File: config.mk
export PLATFORM = sky130hd
export DESIGN_NAME = mem_access_unit_flat
export DESIGN_NICKNAME = d
export VERILOG_FILES = /design/src/rtl/mem_access_unit_if.sv /design/src/rtl/mem_access_unit.sv /design/src/flat_wrapper.sv
export SDC_FILE = /design/constraint.sdc
export NUM_CORES = 1
export LEC_CHECK = 0
export ABC_CLOCK_PERIOD_IN_PS = 2500
export BUFFER_PORTS_ARGS = -buffer_cell sky130_fd_sc_hd__buf_2
export CAP_MARGIN = 10
export CORE_MARGIN = 2
export CORE_UTILIZATION = 49
export DETAILED_ROUTE_END_ITERATION = 7
export PLACE_DENSITY = 0.86
export SKIP_CTS_REPAIR_TIMING = 1
export SYNTH_ARGS = -nofsm -noshare
export SYNTH_HDL_FRONTEND = slang
export SYNTH_SLANG_ARGS = --single-unit
File: constraint.sdc
create_clock -name clk -period 2.5 [get_ports clk]
set_clock_uncertainty 0.2 [all_clocks]
set_input_delay 0 -clock clk [delete_from_list [all_inputs] [get_ports clk]]
set_output_delay 0 -clock clk [all_outputs]
set_load 0.1 [all_outputs]
File: src/rtl/mem_access_unit_if.sv
// Data-memory bus between the MEM-stage access unit and the data memory.
interface mem_access_unit_if;
  logic        dmem_req_o;
  logic        dmem_we_o;
  logic [31:0] dmem_addr_o;
  logic [3:0]  dmem_be_o;
  logic [31:0] dmem_wdata_o;
  logic [31:0] dmem_rdata_i;
  logic        dmem_ack_i;

  // Access unit side: issues requests, receives read data and ack.
  modport master (
    output dmem_req_o, dmem_we_o, dmem_addr_o, dmem_be_o, dmem_wdata_o,
    input  dmem_rdata_i, dmem_ack_i
  );

  // Memory side: accepts requests, returns read data and ack.
  modport slave (
    input  dmem_req_o, dmem_we_o, dmem_addr_o, dmem_be_o, dmem_wdata_o,
    output dmem_rdata_i, dmem_ack_i
  );
endinterface

File: src/rtl/mem_access_unit.sv
// MEM-stage load/store unit: issues one data-memory access per instruction,
// stalls the pipeline until ack or timeout, and returns extended load data.
module mem_access_unit #(
  parameter int unsigned TIMEOUT_CYCLES = 255
) (
  input  logic               clk,
  input  logic               rst_n,
  input  logic               valid_i,
  input  logic               mem_read_i,
  input  logic               mem_write_i,
  input  logic [2:0]         funct3_i,
  input  logic [31:0]        addr_i,
  input  logic [31:0]        wdata_i,
  output logic [31:0]        readMem_o,
  output logic               stall_o,
  output logic               access_fault_o,
  output logic               bus_err_o,
  mem_access_unit_if.master  dmem
);

  localparam int unsigned CNT_W    = 8;
  localparam logic [CNT_W-1:0] CNT_LAST = CNT_W'(TIMEOUT_CYCLES - 1);

  typedef enum logic [1:0] {IDLE, BUSY, DONE} state_t;

  state_t            state_q, state_d;
  logic              req_q, req_d;
  logic              we_q, we_d;
  logic [31:0]       addr_q, addr_d;
  logic [3:0]        be_q, be_d;
  logic [31:0]       wdata_q, wdata_d;
  logic [31:0]       rm_q, rm_d;
  logic              berr_q, berr_d;
  logic [CNT_W-1:0]  cnt_q, cnt_d;
  logic [2:0]        f3_q, f3_d;
  logic [1:0]        off_q, off_d;
  logic              ld_q, ld_d;

  logic              mem_op, illegal_f3, misaligned, start;
  logic [3:0]        st_be;
  logic [31:0]       st_data;
  logic [7:0]        ld_byte;
  logic [15:0]       ld_half;
  logic [31:0]       ld_data;

  // Fault decode: illegal size encodings and misaligned halfword/word accesses.
  always_comb begin
    mem_op         = valid_i & (mem_read_i | mem_write_i);
    illegal_f3     = (funct3_i == 3'b011) | (funct3_i[2:1] == 2'b11);
    misaligned     = ((funct3_i[1:0] == 2'b01) & addr_i[0]) |
                     ((funct3_i == 3'b010) & (addr_i[1:0] != 2'b00));
    access_fault_o = mem_op & (illegal_f3 | misaligned);
    start          = mem_op & ~access_fault_o;
  end

  // Store lane steering: replicate data across lanes, enable only the target bytes.
  always_comb begin
    st_be   = 4'b1111;
    st_data = wdata_i;
    case (funct3_i[1:0])
      2'b00: begin
        st_be   = 4'b0001 << addr_i[1:0];
        st_data = {4{wdata_i[7:0]}};
      end
      2'b01: begin
        st_be   = addr_i[1] ? 4'b1100 : 4'b0011;
        st_data = {2{wdata_i[15:0]}};
      end
      default: begin
        st_be   = 4'b1111;
        st_data = wdata_i;
      end
    endcase
  end

  // Load extraction from the returned word using the size/offset latched at start.
  always_comb begin
    ld_byte = 8'h00;
    ld_half = off_q[1] ? dmem.dmem_rdata_i[31:16] : dmem.dmem_rdata_i[15:0];
    case (off_q)
      2'd0:    ld_byte = dmem.dmem_rdata_i[7:0];
      2'd1:    ld_byte = dmem.dmem_rdata_i[15:8];
      2'd2:    ld_byte = dmem.dmem_rdata_i[23:16];
      default: ld_byte = dmem.dmem_rdata_i[31:24];
    endcase
    case (f3_q)
      3'b000:  ld_data = {{24{ld_byte[7]}}, ld_byte};
      3'b100:  ld_data = {24'h000000, ld_byte};
      3'b001:  ld_data = {{16{ld_half[15]}}, ld_half};
      3'b101:  ld_data = {16'h0000, ld_half};
      default: ld_data = dmem.dmem_rdata_i;
    endcase
  end

  // Next-state and registered-output logic for the IDLE/BUSY/DONE sequencer.
  always_comb begin
    state_d = state_q;
    req_d   = req_q;
    we_d    = we_q;
    addr_d  = addr_q;
    be_d    = be_q;
    wdata_d = wdata_q;
    rm_d    = rm_q;
    berr_d  = 1'b0;
    cnt_d   = cnt_q;
    f3_d    = f3_q;
    off_d   = off_q;
    ld_d    = ld_q;
    stall_o = 1'b0;
    case (state_q)
      IDLE: begin
        if (start) begin
          stall_o = 1'b1;
          state_d = BUSY;
          req_d   = 1'b1;
          we_d    = mem_write_i;
          addr_d  = {addr_i[31:2], 2'b00};
          be_d    = st_be;
          wdata_d = st_data;
          cnt_d   = '0;
          f3_d    = funct3_i;
          off_d   = addr_i[1:0];
          ld_d    = ~mem_write_i;
        end
      end
      BUSY: begin
        stall_o = 1'b1;
        if (dmem.dmem_ack_i) begin
          req_d   = 1'b0;
          we_d    = 1'b0;
          if (ld_q) rm_d = ld_data;
          state_d = DONE;
        end else if (cnt_q >= CNT_LAST) begin
          req_d   = 1'b0;
          we_d    = 1'b0;
          rm_d    = 32'h0;
          berr_d  = 1'b1;
          state_d = DONE;
        end else begin
          cnt_d   = cnt_q + CNT_W'(1);
        end
      end
      DONE: begin
        state_d = IDLE;
      end
      default: begin
        state_d = IDLE;
      end
    endcase
  end

  // State and output registers; reset abandons any in-flight access.
  always_ff @(posedge clk or negedge rst_n) begin
    if (!rst_n) begin
      state_q <= IDLE;
      req_q   <= 1'b0;
      we_q    <= 1'b0;
      addr_q  <= 32'h0;
      be_q    <= 4'h0;
      wdata_q <= 32'h0;
      rm_q    <= 32'h0;
      berr_q  <= 1'b0;
      cnt_q   <= '0;
      f3_q    <= 3'b000;
      off_q   <= 2'b00;
      ld_q    <= 1'b0;
    end else begin
      state_q <= state_d;
      req_q   <= req_d;
      we_q    <= we_d;
      addr_q  <= addr_d;
      be_q    <= be_d;
      wdata_q <= wdata_d;
      rm_q    <= rm_d;
      berr_q  <= berr_d;
      cnt_q   <= cnt_d;
      f3_q    <= f3_d;
      off_q   <= off_d;
      ld_q    <= ld_d;
    end
  end

  assign dmem.dmem_req_o   = req_q;
  assign dmem.dmem_we_o    = we_q;
  assign dmem.dmem_addr_o  = addr_q;
  assign dmem.dmem_be_o    = be_q;
  assign dmem.dmem_wdata_o = wdata_q;
  assign readMem_o         = rm_q;
  assign bus_err_o         = berr_q;

endmodule

File: src/flat_wrapper.sv
// flat-port wrapper written by rule: the top's interface ports become plain ports
module mem_access_unit_flat 
#(
  parameter int unsigned TIMEOUT_CYCLES = 255
)
  (clk, rst_n, valid_i, mem_read_i, mem_write_i, funct3_i, addr_i, wdata_i, readMem_o, stall_o, access_fault_o, bus_err_o, dmem_dmem_req_o, dmem_dmem_we_o, dmem_dmem_addr_o, dmem_dmem_be_o, dmem_dmem_wdata_o, dmem_dmem_rdata_i, dmem_dmem_ack_i);
  mem_access_unit_if dmem_i ();
  input  logic clk;
  input  logic rst_n;
  input  logic valid_i;
  input  logic mem_read_i;
  input  logic mem_write_i;
  input  logic [2:0] funct3_i;
  input  logic [31:0] addr_i;
  input  logic [31:0] wdata_i;
  output logic [31:0] readMem_o;
  output logic stall_o;
  output logic access_fault_o;
  output logic bus_err_o;
  output wire logic [$bits(dmem_i.dmem_req_o)-1:0] dmem_dmem_req_o;
  output wire logic [$bits(dmem_i.dmem_we_o)-1:0] dmem_dmem_we_o;
  output wire logic [$bits(dmem_i.dmem_addr_o)-1:0] dmem_dmem_addr_o;
  output wire logic [$bits(dmem_i.dmem_be_o)-1:0] dmem_dmem_be_o;
  output wire logic [$bits(dmem_i.dmem_wdata_o)-1:0] dmem_dmem_wdata_o;
  input wire logic [$bits(dmem_i.dmem_rdata_i)-1:0] dmem_dmem_rdata_i;
  input wire logic [$bits(dmem_i.dmem_ack_i)-1:0] dmem_dmem_ack_i;
  assign dmem_dmem_req_o = dmem_i.dmem_req_o;
  assign dmem_dmem_we_o = dmem_i.dmem_we_o;
  assign dmem_dmem_addr_o = dmem_i.dmem_addr_o;
  assign dmem_dmem_be_o = dmem_i.dmem_be_o;
  assign dmem_dmem_wdata_o = dmem_i.dmem_wdata_o;
  assign dmem_i.dmem_rdata_i = dmem_dmem_rdata_i;
  assign dmem_i.dmem_ack_i = dmem_dmem_ack_i;
  mem_access_unit #(.TIMEOUT_CYCLES(TIMEOUT_CYCLES)) u_core (.clk(clk), .rst_n(rst_n), .valid_i(valid_i), .mem_read_i(mem_read_i), .mem_write_i(mem_write_i), .funct3_i(funct3_i), .addr_i(addr_i), .wdata_i(wdata_i), .readMem_o(readMem_o), .stall_o(stall_o), .access_fault_o(access_fault_o), .bus_err_o(bus_err_o), .dmem(dmem_i));
endmodule
# Yosys cells after proc, flatten, opt, wreduce, memory -nomap -nowiden
# Cells that the tools add are included.
[word_totals] register_bits=117 latch_bits=0 ram_bits=0 mem_bits_ro=0 output_inout_bits=105 memories=0
[op_classes] add_sub_neg=1 n_mul=0 n_div=0 magnitude_cmp=1 n_eq_ne=15 shifts=1 n_mux=28 bitwise=11 n_reduce_logical=12
[op_table] op="32-bit case mux with 4 select lines" count=1
[op_table] op="32-bit two-way mux" count=3
[op_table] op="32-bit case mux with 2 select lines" count=1
[op_table] op="8-bit two-way mux" count=3
[op_table] op="8-bit case mux with 3 select lines" count=1
[op_table] op="16-bit two-way mux" count=1
[op_table] op="8-bit case mux with 2 select lines" count=1
[op_table] op="8-bit by 1-bit adder with 8-bit output, second input constant" count=1
[op_table] op="8-bit >= comparator, second input constant" count=1
[op_table] op="1-bit two-way mux" count=8
[op_table] op="4-bit case mux with 2 select lines" count=1
[op_table] op="2-bit by 1-bit == test with 1-bit output, second input constant" count=3
[op_table] op="3-bit by 2-bit == test with 1-bit output, second input constant" count=2
[op_table] op="3-bit == test, second input constant" count=2
[op_table] op="2-bit logical NOT" count=3
[op_table] op="2-bit two-way mux" count=3
[op_table] op="1-bit case mux with 2 select lines" count=3
[op_table] op="3-bit AND reduction" count=2
[op_table] op="2-bit nonzero test" count=3
[op_table] op="1-bit bitwise AND" count=5
[op_table] op="2-bit == test, second input constant" count=2
[op_table] op="4-bit two-way mux" count=1
[op_table] op="2-bit by 1-bit inequality test with 1-bit output, second input constant" count=2
[op_table] op="2-bit inequality test, second input constant" count=2
[op_table] op="9 further kinds" count=14

# Depth between registers and ports, before layout
[logic_depth] word_depth=9 ltp_mapped=7

# Least setup slack after synthesis
# Ideal clock, no wire load.
[synth_path] path_kind="input port to output port" start="input mem_write_i" end="output access_fault_o" t_arrival_ps=2327 setup_slack_ps=-27 stages=2 cell_sequence="o21a_1 -> nor3b_1"
[synth_via] elab_chain_len=3
[synth_rtl] element="start, declared" line_no="flat_wrapper.sv:12" source="input logic mem_write_i;"
[synth_rtl] element="1-bit bitwise OR" line_no="mem_access_unit.sv:48" source="mem_op = valid_i & (mem_read_i | mem_write_i);"
[synth_rtl] element="1-bit bitwise AND" line_no="mem_access_unit.sv:48"
[synth_rtl] element="1-bit bitwise AND" line_no="mem_access_unit.sv:52" source="access_fault_o = mem_op & (illegal_f3 | misaligned);"
[synth_rtl] element="end, declared" line_no="flat_wrapper.sv:18" source="output logic access_fault_o;"
# Every way passes these cells.

# Worst setup path after layout
[layout_path] start="register u_core.f3_q[0]" end="register u_core.rm_q[24] (netlist: u_core.readMem_o[24])"
[layout_via] elab_chain_len=4 word_cells_on_any_way=7
[layout_rtl] element="start, declared" line_no="mem_access_unit.sv:35" source="logic [2:0] f3_q, f3_d;"
[layout_rtl] element="start signal, assigned" line_no="mem_access_unit.sv:164" source="f3_q <= 3'b000;"
[layout_rtl] element="start signal, assigned" line_no="mem_access_unit.sv:177" source="f3_q <= f3_d;"
[layout_rtl] element="3-bit == test, or another cell as far along" line_no="mem_access_unit.sv:86" source="case (f3_q)"
[layout_rtl] element="32-bit case mux with 4 select lines (*)" line_no="mem_access_unit.sv:86"
[layout_rtl] element="32-bit two-way mux (*)" line_no="mem_access_unit.sv:131" source="if (ld_q) rm_d = ld_data;"
[layout_rtl] element="32-bit two-way mux (*)" line_no="mem_access_unit.sv:128" source="if (dmem.dmem_ack_i) begin"
[layout_rtl] element="end signal, assigned" line_no="mem_access_unit.sv:174" source="rm_q <= rm_d;"
[layout_rtl] element="end, declared" line_no="mem_access_unit.sv:32" source="logic [31:0] rm_q, rm_d;"
# Every way passes the cells marked *; elsewhere a longest branch is shown, timed or not. The select of a mux whose other input is x is not followed.
# A chain may end at the register's enable or synchronous reset.

==> results.cfg <==
[worst_setup_path]
cp.buffers_inverters = 0
crit_type = flop to flop
critical-path-top-delay-family = compound AO/OA/AOI/OAI gates
cp_max_fo = 16
rr_worst_depth = 4
r2r_end = u_core.readMem_o[24]$_DFFE_PN0P_
arrival_ns = 2.54
cp_cell_sequence = nor2b_1 > a22oi_2 > a2111oi_4 > a221o_1
slowest_stage = a2111oi_4
critPathRequiredTime_ns = 2.74
start_kind = flop
critPathMaxStageDelay_ns = 0.88
end_kind = flop
regToRegSetupSlack_ns = 0.20
reg2reg_from = u_core.f3_q[0]$_DFFE_PN0P_

[job]
maxCapViolations = 0

[cts]
cts_made_buffers = 17
cts_tree = done
cts_buffer_depth = 2
insertion_delay_ns = 0.51
h-tree-depth = 4
cts.sinks = 117
cts-root-buf = clkbuf_8
clk_pin_slew_ns = 0.06

[synth]
synth-simple-area-share = 0.09046
syn_area_um2 = 5366
synth_compound_area_frac = 0.1623
ys_types = 49
syn_inst = 470
synth_top_family_by_area = compound AO/OA/AOI/OAI gates
synthAdderAreaFrac = 0.004663
ys_warn_count = 0
synthMuxAreaShare = 0.1541
yosysTopAreaCell = dfrtp_1
synth-seq-cells = 117
synth_edf_count = 0
async_flop_share = 1.000
synth_area_leaders = dfrtp_1 55%, mux2_2 9.4%, mux2i_1 6.0%
synth-seq-area-share = 0.5456
synth_top_area_frac = 0.5456
synth-xor-area-share = 0.006528
dominantRegCellSynth = dfrtp_1
postSynthAreaPerCell_um2 = 11.42

[timing]
fmax_ghz = 0.4347
period_needed_ns = 2.301
holdWs_ns = -0.03902
setup_viol = 0
fin_setup_tns_ns = 0
drv_slew = 0
rsz0062_at_grt = no
period_share = 0.9202
finalHoldViolCount = 1
worstMarginPinSlew_ns = 0.9878
relSlewSlack = 0.3415

[global_route]
track_usage = 0.2520
gr-total-overflow = 0
grt_max_degree = 87
grt_pass1_wl_mm = 22.73
antenna_found_initial = 0
grt_pass1_vias = 4732

[power]
p_per_area_nw_per_um2 = 1519
peakVddDrop_mv = 1.093
cellLeakagePower_uw = 0.004048

[die]
die_area_um2 = 11800
ios = 210
start_util = 0.4994
num_rows = 38
core-area_um2 = 10750
die_w_um = 108.7
die_h_um = 108.7

[routing]
drt-total-wl_mm = 19.12
drtPass1Iterations = 5
avgViaCountPerCell = 5.684
wl_per_cell_um = 20.21
drtIter0Drc = 428
vias = 5377
drc_errors = 0
postRouteAntennaNets = 0

[finish]
utilization = 0.7714
area_growth_pct = 54.46
seqCellArea_um2 = 2928
drive_above_1_share = 0.3759
fin_nets = 900
antenna_cells = 0
multi_input_area_um2 = 2256
fillCellCount = 632

[hold_path]
min_from = valid_i
hp-class = input pin to flop
min_to = u_core.dmem.dmem_we_o$_DFFE_PN0P_
holdPathStages = 4

[outcome]
outcome = finished, violations left
violations = negative hold slack

[placed_design]
place_congestion = 0.8291
dp_hpwl_mm = 10.88
io_buffers = 207
[synthesized netlist by cell type, types with 4 or more instances]
library cell / number
nand3_1: 7
clkbuf_1: 15
inv_1: 9
a21oi_1: 24
a221o_1: 22
o21ai_0: 42
mux2i_1: 32
o211ai_1: 9
mux2_2: 45
dfrtp_1: 117
nand2_1: 48
buf_2: 9
a22o_1: 13
nor2b_1: 4
nor2_1: 21
[through the flow]
stage	hold slack, ns	total power, µW	instances	instance area (µm²)	worst slack (ns)
after CTS	-0.7119	12300	831	7121	0.2085
after global placement	-0.1785	9774	799	6541	0.3553
final	-0.03902	12590	946	8289	0.1995
after floorplan	-0.4956	8705	471	5375	0.1166
after detailed placement	-0.1749	9903	799	6541	0.2272
after global routing	0.01645	12960	946	8289	0.05835
[tightest hold or removal path: cells and delay by family]
family,cells,cell delay (ns)
AO/OA/AOI/OAI,3,0.53
buffers and inverters,1,0.10
[logic make-up (layout without fill, tap and decap cells)]
| logic type | Yosys count | after routing |
|---|---|---|
| AOI/OAI and AO/OA | 124 | 124 |
| xor gates and xnor gates | 4 | 4 |
| adders and majority gates | 2 | 2 |
| buffers and inverters | 41 | 376 |
| DFF | 117 | 117 |
| muxes | 77 | 77 |
| other | 1 | 2 |
| and+or+nand+nor | 104 | 104 |
[metal layers]
| metal | global-route usage | part of all wire |
|---|---|---|
| met1 | 0.2881 | 0.36 |
| met2 | 0.4250 | 0.51 |
| met3 | 0.09743 | 0.092 |
| met4 | 0.1016 | 0.032 |
| met5 | 0 | 0 |
[state kept, by name (all words and copies together) (netlist names), 2 cells and up]
| signal | flops |
|---|---|
| u_core.cnt_q | 8 |
| u_core.dmem.dmem_addr_o | 30 |
| u_core.readMem_o | 32 |
| u_core.dmem.dmem_wdata_o | 32 |
| u_core.f3_q | 3 |
| u_core.dmem.dmem_be_o | 4 |
| u_core.state_q | 2 |
| u_core.off_q | 2 |
[layout make-up]
cell class,instances,share of cell area
Clock buffer,18,0.05162
Timing Repair Buffer,335,0.2795
Inverter,9,0.004075
Multi-Input combinational cell,313,0.2722
Sequential cell,117,0.3532
Clock inverter,14,0.01826
Tap cell,140,0.02113
[how the worst max path moves through the flow]
stage	from	end	slack, ns	depth (start not counted)
after detailed placement	u_core.f3_q[0]$_DFFE_PN0P_	u_core.readMem_o[23]$_DFFE_PN0P_	0.23	4
after CTS	u_core.cnt_q[0]$_DFFE_PN0P_	u_core.cnt_q[5]$_DFFE_PN0P_	0.21	6
after global placement	u_core.cnt_q[0]$_DFFE_PN0P_	u_core.cnt_q[5]$_DFFE_PN0P_	0.36	6
after global routing	u_core.f3_q[0]$_DFFE_PN0P_	u_core.readMem_o[24]$_DFFE_PN0P_	0.06	4
final	u_core.f3_q[0]$_DFFE_PN0P_	u_core.readMem_o[24]$_DFFE_PN0P_	0.20	4
after floorplan	addr_i[1]	stall_o	0.12	3
[power breakdown]
group / internal (µW) / total (µW) / switching [µW]
registers: 2580 / 3100 / 523
logic: 1270 / 7100 / 5830
clock network: 1450 / 2390 / 936
total: 5310 / 12600 / 7290
[cells in the final DEF, fill, tap and decap left out, types with 2 or more instances in the layout]
| master | instances |
|---|---|
| inv_6 | 4 |
| nor3_1 | 2 |
| nand2b_1 | 3 |
| a22o_1 | 13 |
| buf_2 | 206 |
| xor2_1 | 3 |
| nor4_1 | 3 |
| nand3_1 | 7 |
| a21oi_1 | 24 |
| clkinvlp_4 | 5 |
| clkbuf_8 | 2 |
| nor2_1 | 21 |
| dfrtp_1 | 117 |
| clkinv_2 | 2 |
| mux2_2 | 45 |
| nand2_1 | 48 |
| nor3b_1 | 2 |
| or3_1 | 2 |
| mux2i_1 | 32 |
| o211ai_1 | 9 |
| buf_4 | 13 |
| inv_1 | 9 |
| nor2b_1 | 4 |
| dlygate4sd3_1 | 114 |
| o21ai_0 | 42 |
| clkbuf_16 | 16 |
| o21a_1 | 2 |
| ha_1 | 2 |
| conb_1 | 2 |
| bufinv_16 | 2 |
| and2_1 | 2 |
| a221o_1 | 22 |
| a32o_1 | 2 |
Power figures use the tool's default switching activity.
